File: src/rtl/vec3_join.sv
`default_nettype none
// ============================================================================
// Module   : vec3_join
// Purpose  : Pairs two FWFT 3-component vector streams (A, B) into one
//            buffered stream of (x, y) operand pairs. The pairs are presented
//            through a first-word-fall-through read port (out_empty / out_rd_en).
// Ports    : clock, reset             - rising-edge clock, sync active-high reset
//            a_din/a_empty/a_rd_en   - upstream FIFO A head, empty flag, pop
//            b_din/b_empty/b_rd_en   - upstream FIFO B head, empty flag, pop
//            x, y                    - A / B vectors of the buffer head pair
//            out_empty/out_rd_en     - consumer empty flag and pop
//            out_count               - number of pairs currently buffered
// Revision : 1.0 - initial release
// ============================================================================
module vec3_join #(
    parameter int DATA_WIDTH = 32,
    parameter int DEPTH      = 4
) (
    input  logic                         clock,
    input  logic                         reset,
    input  logic signed [DATA_WIDTH-1:0] a_din [3],
    input  logic                         a_empty,
    output logic                         a_rd_en,
    input  logic signed [DATA_WIDTH-1:0] b_din [3],
    input  logic                         b_empty,
    output logic                         b_rd_en,
    output logic signed [DATA_WIDTH-1:0] x [3],
    output logic signed [DATA_WIDTH-1:0] y [3],
    output logic                         out_empty,
    input  logic                         out_rd_en,
    output logic [$clog2(DEPTH):0]       out_count
);

    localparam int                 c_PTR_W = $clog2(DEPTH);
    localparam logic [c_PTR_W:0]   c_FULL  = (c_PTR_W + 1)'(DEPTH);

    logic signed [DATA_WIDTH-1:0] r_mem_x [DEPTH][3];
    logic signed [DATA_WIDTH-1:0] r_mem_y [DEPTH][3];
    logic [c_PTR_W-1:0]           r_wr_ptr;
    logic [c_PTR_W-1:0]           r_rd_ptr;
    logic [c_PTR_W:0]             r_count;
    logic                         w_push;
    logic                         w_pop;

    // Push depends only on upstream availability and buffer space, never on
    // out_rd_en, so no combinational path runs from consumer to producers.
    // Gating with reset keeps both upstream pops low while reset is held.
    always_comb begin
        w_push = 1'b0;
        w_pop  = 1'b0;
        w_push = !reset && !a_empty && !b_empty && (r_count < c_FULL);
        w_pop  = out_rd_en && (r_count != '0);
    end

    assign a_rd_en = w_push;
    assign b_rd_en = w_push;

    always_ff @(posedge clock) begin
        if (reset) begin
            r_wr_ptr <= '0;
            r_rd_ptr <= '0;
            r_count  <= '0;
            for (int i = 0; i < DEPTH; i++) begin
                for (int j = 0; j < 3; j++) begin
                    r_mem_x[i][j] <= '0;
                    r_mem_y[i][j] <= '0;
                end
            end
        end else begin
            if (w_push) begin
                r_mem_x[r_wr_ptr] <= a_din;
                r_mem_y[r_wr_ptr] <= b_din;
                r_wr_ptr          <= r_wr_ptr + 1'b1;
            end
            if (w_pop) begin
                r_rd_ptr <= r_rd_ptr + 1'b1;
            end
            case ({w_push, w_pop})
                2'b10:   r_count <= r_count + 1'b1;
                2'b01:   r_count <= r_count - 1'b1;
                default: r_count <= r_count;
            endcase
        end
    end

    // Head pair is read combinationally; an empty buffer never bypasses input.
    assign x         = r_mem_x[r_rd_ptr];
    assign y         = r_mem_y[r_rd_ptr];
    assign out_empty = (r_count == '0);
    assign out_count = r_count;

endmodule
`default_nettype wire

File: config.mk
export PLATFORM = sky130hd
export DESIGN_NAME = vec3_join
export DESIGN_NICKNAME = d
export VERILOG_FILES = /design/src/rtl/vec3_join.sv
export SDC_FILE = /design/constraint.sdc
export NUM_CORES = 1
export LEC_CHECK = 0
export ABC_CLOCK_PERIOD_IN_PS = 17300
export BUFFER_PORTS_ARGS = -buffer_cell sky130_fd_sc_hd__buf_2
export CORE_ASPECT_RATIO = 1.1
export CORE_MARGIN = 8
export CORE_UTILIZATION = 49
export CTS_CLUSTER_SIZE = 14
export DETAILED_ROUTE_END_ITERATION = 8
export PLACE_DENSITY = 0.69
export SETUP_SLACK_MARGIN = 0.1
export SLEW_MARGIN = 20
export SYNTH_ARGS = -nofsm -noshare
export SYNTH_HDL_FRONTEND = slang
export SYNTH_SLANG_ARGS = --single-unit
File: constraint.sdc
create_clock -name clock -period 17.3 [get_ports clock]
set_input_delay 0.865 -clock clock [delete_from_list [all_inputs] [get_ports clock]]
set_output_delay 0.865 -clock clock [all_outputs]
set_load 0.05 [all_outputs]
Yosys cells after proc, flatten, opt, wreduce, memory -nomap -nowiden
Memories as Yosys holds them, arrays and structs flattened. A register that Yosys moved wholly into a read port is not among the register bits.
Index checks and enable logic that the tools add are counted.
- reductions and logical operators: 12
- $lt $le $gt $ge: 1
- add/subtract/negate cells: 4
- multiplexer cells: 16
- equality and inequality tests: 2
- operators with widths (kind ; number):
    $mux 96 ; 2
    $reduce_or 96->1 ; 2
    $mux 2 ; 6
    $mux 1 ; 7
    $pmux 3 s2 ; 1
    $add 2x1->2 const B ; 2
    $logic_and 1x1->1 ; 4
    $add 3x1->3 const B ; 1
    $logic_not 1->1 ; 3
    $logic_not 3->1 ; 1
    $lt 3x3->1 const B ; 1
    $reduce_bool 3->1 ; 1
    $sub 3x1->3 const B ; 1
    $eq 2x1->1 const B ; 1
    $eq 2x2->1 const B ; 1
    $reduce_bool 2->1 ; 1
- flip-flop bits (word level): 7
- output and inout bits: 198
- input port bits: 197
- logic and storage cells: 40
- memories kept: 2
- memory bits (writable): 768
- memory list (memory ; words ; bits a word ; read ports ; clocked after Yosys merged registers in ; wr ports ; RTL line ; text):
    r_mem_x ; 4 ; 96 ; 1 ; 1 ; 4 ; 37 ; logic signed [DATA_WIDTH-1:0] r_mem_x [DEPTH][3];
    r_mem_y ; 4 ; 96 ; 1 ; 1 ; 4 ; 38 ; logic signed [DATA_WIDTH-1:0] r_mem_y [DEPTH][3];

Depth between registers and ports, before layout
- depth after elaboration: 9
- mapped depth: 10

Least setup slack after synthesis
Ideal clock, no wire load.
- kind: input to register
- from: input a_empty
- to: memory r_mem_x[1][0] (netlist name) (enable)
- arrival time: 5.676 ns
- stages: 4
- path buffers: 2
- setup slack: 11.071 ns
- required time: 16.747 ns
- library setup time: 0.553 ns
- path through: nor4_2 > buf_2 > buf_2 > a21o_1
- RTL lines (what ; RTL line ; text):
    start, declared ; 22 ; input logic a_empty,
    end, declared ; 37 ;

==> flow_summary.ini <==
[pwr]
power_report.internal_total_mw = 3.39
power_per_cell_area_nw_per_um2 = 128
net-switching-power_mw = 1.54
switch_share_pct = 31.3
power.static_leakage_nw = 16.8
seq_power_share_pct = 44.6
peakVddDrop_uv = 114
pwr-share-clk_pct = 32.2
combPwrFrac_pct = 23.2

[hold_path]
hold_start = r_rd_ptr[0]$_SDFFE_PP0P_
min_delay_worst_endpoint = r_rd_ptr[0]$_SDFFE_PP0P_
min_path_type = reg2reg
hold-path-cell-count = 2

[sta]
final-setup-viol-count = 0
fmax_mhz = 200
timing.final.hold_violations = 0
max_slew.worst_pin.slew_ns = 1.18
layout_worst_path_cycle_share_pct = 28.8
final.setup_skew_ns = 0.0103
worst_slack_ns = 12.31
totalNegativeSetupSlack_ns = 0
maxSlewViolCount = 0
slew-limit-headroom_pct = 21.1
grt_setup_unrepaired = no
min_period_ns = 4.99

[final_layout]
register_area_sq_um = 23200
area_delta_synth_final_pct = 14.7
fill_cells = 5386
layout.nets = 2483
multi_input_area_sq_um = 9470
drive_gt1_share_pct = 31.1
layout.cells.most_common_list = and3_1, edfxtp_1, buf_2

[floorplanning]
horizontal_extent_of_the_die_um = 266
floorplan_core_area_sq_um = 68500
placement_rows = 101
io-pin-count = 395
fp.dieArea_sq_um = 77300
initial_utilization_pct = 49.1
die_height_um = 291

[drt]
vias = 19509
drt-wirelength-per-cell_um = 25.5
drc_errors = 0
vias_per_cell = 5.93
drtPass1Iterations = 7
drt-total-wl_um = 84000
initialDrtViolationCount = 2041
antenna_violating_nets_post_route = 0

[synth]
synth_seq_cells = 777
synth_area_per_cell_sq_um = 16.9
synth.net_count = 2195
synthesis.yosys.warnings = 0
synth_cells = 1992
syn_area_sq_um = 33700
synth-seq-area-share_pct = 69.1
synth_cell_types = 22

[worst_setup_path]
critical-path-top-delay-family = buffers and inverters
worst_setup_path_end_kind = output port
cp.required_ns = 16.43
setup.worst_path.start_class = flop
cp_max_fo = 46
setup.worst_path.class = reg2out
reg2reg_to = r_mem_x[1][58]$_SDFFCE_PN0P_
reg2reg_setup_slack_ns = 12.78
crit_cells = 4
cells_along_the_critical_path = buf_4 -> buf_4 -> mux4_2 -> buf_2
r2r_start = out_count[2]$_SDFFE_PP0P_
worst_path_largest_cell_delay_ns = 0.87
critical-path-slowest-cell = buf_4
worst_r2r_path_depth = 6
crit_top_cell = buf_4
worst_ep_arrival_time_ns = 4.12
critPathBufInv = 3

[place]
hpwl_um = 45300
port_buffers = 394
gp_routability_congestion = 0.760
dp_slack_ns = 12.25

[grt]
grt_antenna_before_repair = 30
gr_overflow_total = 0
groute.usage.overall_pct = 20.8
grt_start_max_net_pins = 313
grt_pass1_vias = 19851
first_pass_grt_wire_length_um = 124000

[cts]
clk_path_buf_depth = 3
tritoncts = yes
cts_sinks = 777
cts_inserted_buffers = 79
postCtsHoldBufs = 0
htreeDepth = 3
cts_root_buf = clkbuf_16
post-cts-setup-buffer-count = 0
cts.reportedPaths.clkPinSlew_ns = 0.06
clkLatencyLatePin_ns = 0.61
postCtsResizedCells = 0

[run]
cap_violations = 0

[run_status]
status = complete, no violations
-- logic make-up (layout without fill, tap and decap cells) --
logic type                 count (synthesis)  after routing  synth area share [%]
and+or+nand+nor                          780            780                  14.5
other                                      0             21                     0
xor gates and xnor gates                   4              4                 0.104
muxes                                    192            192                  12.8
DFF                                      777            777                  69.1
adders and majority gates                  6              6                 0.245
buffers and inverters                    222            574                  3.09
AOI/OAI and AO/OA                         11             11                 0.208
-- layout make-up --
cell class	count	area share, %
clock inverter	47	0.720
inverter	7	0.0681
multi-input combinational	993	24.5
timing repair buffer	422	5.91
clock buffer	98	5.42
sequential	777	60.2
antenna	21	0.136
tap	927	3.00
-- synth_stat cells --
cell      instances  area share, %
fa_1              1          0.059
edfxtp_1        768             69
buf_2            58           0.86
dfxtp_1           9           0.54
inv_1             7          0.078
clkbuf_1        105            1.2
buf_1            16           0.18
o21ai_0           2          0.030
ha_1              5           0.19
mux4_2          192             13
nor3_1            1          0.015
xor2_1            3          0.078
nor4_2            1          0.037
and3_1          768             14
buf_4            36           0.80
nor2_1            6          0.067
xnor2_1           1          0.026
a21o_1            4          0.089
o31ai_1           2          0.045
nand2_1           2          0.022
a21oi_1           3          0.045
or3_1             2          0.037
-- power by group through the flow --
stage	registers [mW]	clock network, mW	logic [mW]
floorplan	2.23	0	0.903
global placement	2.23	0	1.16
detailed placement	2.24	0	1.16
CTS	2.20	1.62	1.16
global route	2.21	1.69	1.20
finish	2.20	1.59	1.15
-- registers in the layout, summed over array words and instances, names as in the netlist, named ones only --
signal and cells:
out_count 3, r_rd_ptr 2, r_wr_ptr 2, r_mem_x 384, r_mem_y 384
-- how the worst max path moves through the flow --
stage,to,slack (ns)
after floorplan,r_mem_x[1][0]$_SDFFCE_PN0P_,11.07
after global placement,r_mem_x[2][14]$_SDFFCE_PN0P_,12.36
after detailed placement,r_mem_y[2][55]$_SDFFCE_PN0P_,12.25
after CTS,y[42],12.13
after global routing,y[42],11.93
final,y[42],12.31
-- worst reg2reg max path, delay by kind of cell, from the launching register on --
| kind | cells | cell delay [ns] |
|---|---|---|
| and+or+nand+nor | 1 | 0.36 |
| DFF | 1 | 0.37 |
| AOI/OAI and AO/OA | 1 | 0.69 |
| buffers and inverters | 4 | 2.43 |
-- stage by stage --
step	power, mW	hold WS (ns)	utilization [%]	std cells	area (sq um)
2_1_floorplan	3.13	0.459	-	1992	33700
3_3_place_gp	3.39	0.526	52.7	3124	36100
3_5_place_dp	3.40	0.531	52.7	3124	36100
4_1_cts	4.99	0.546	56.2	3269	38500
5_1_grt	5.10	0.573	56.3	3279	38600
6_report	4.94	0.551	56.4	3292	38600
-- per-layer routing --
layer  GRT usage, %  up-vias  part of all wire [%]
li1               -     8601                     -
met1           27.9     9975                    41
met2           32.9      788                    48
met4           6.22       18                   2.1
met5              0        -                  0.12
met3           6.15      127                   9.4
No activity file was read; power rests on OpenSTA's default activity.
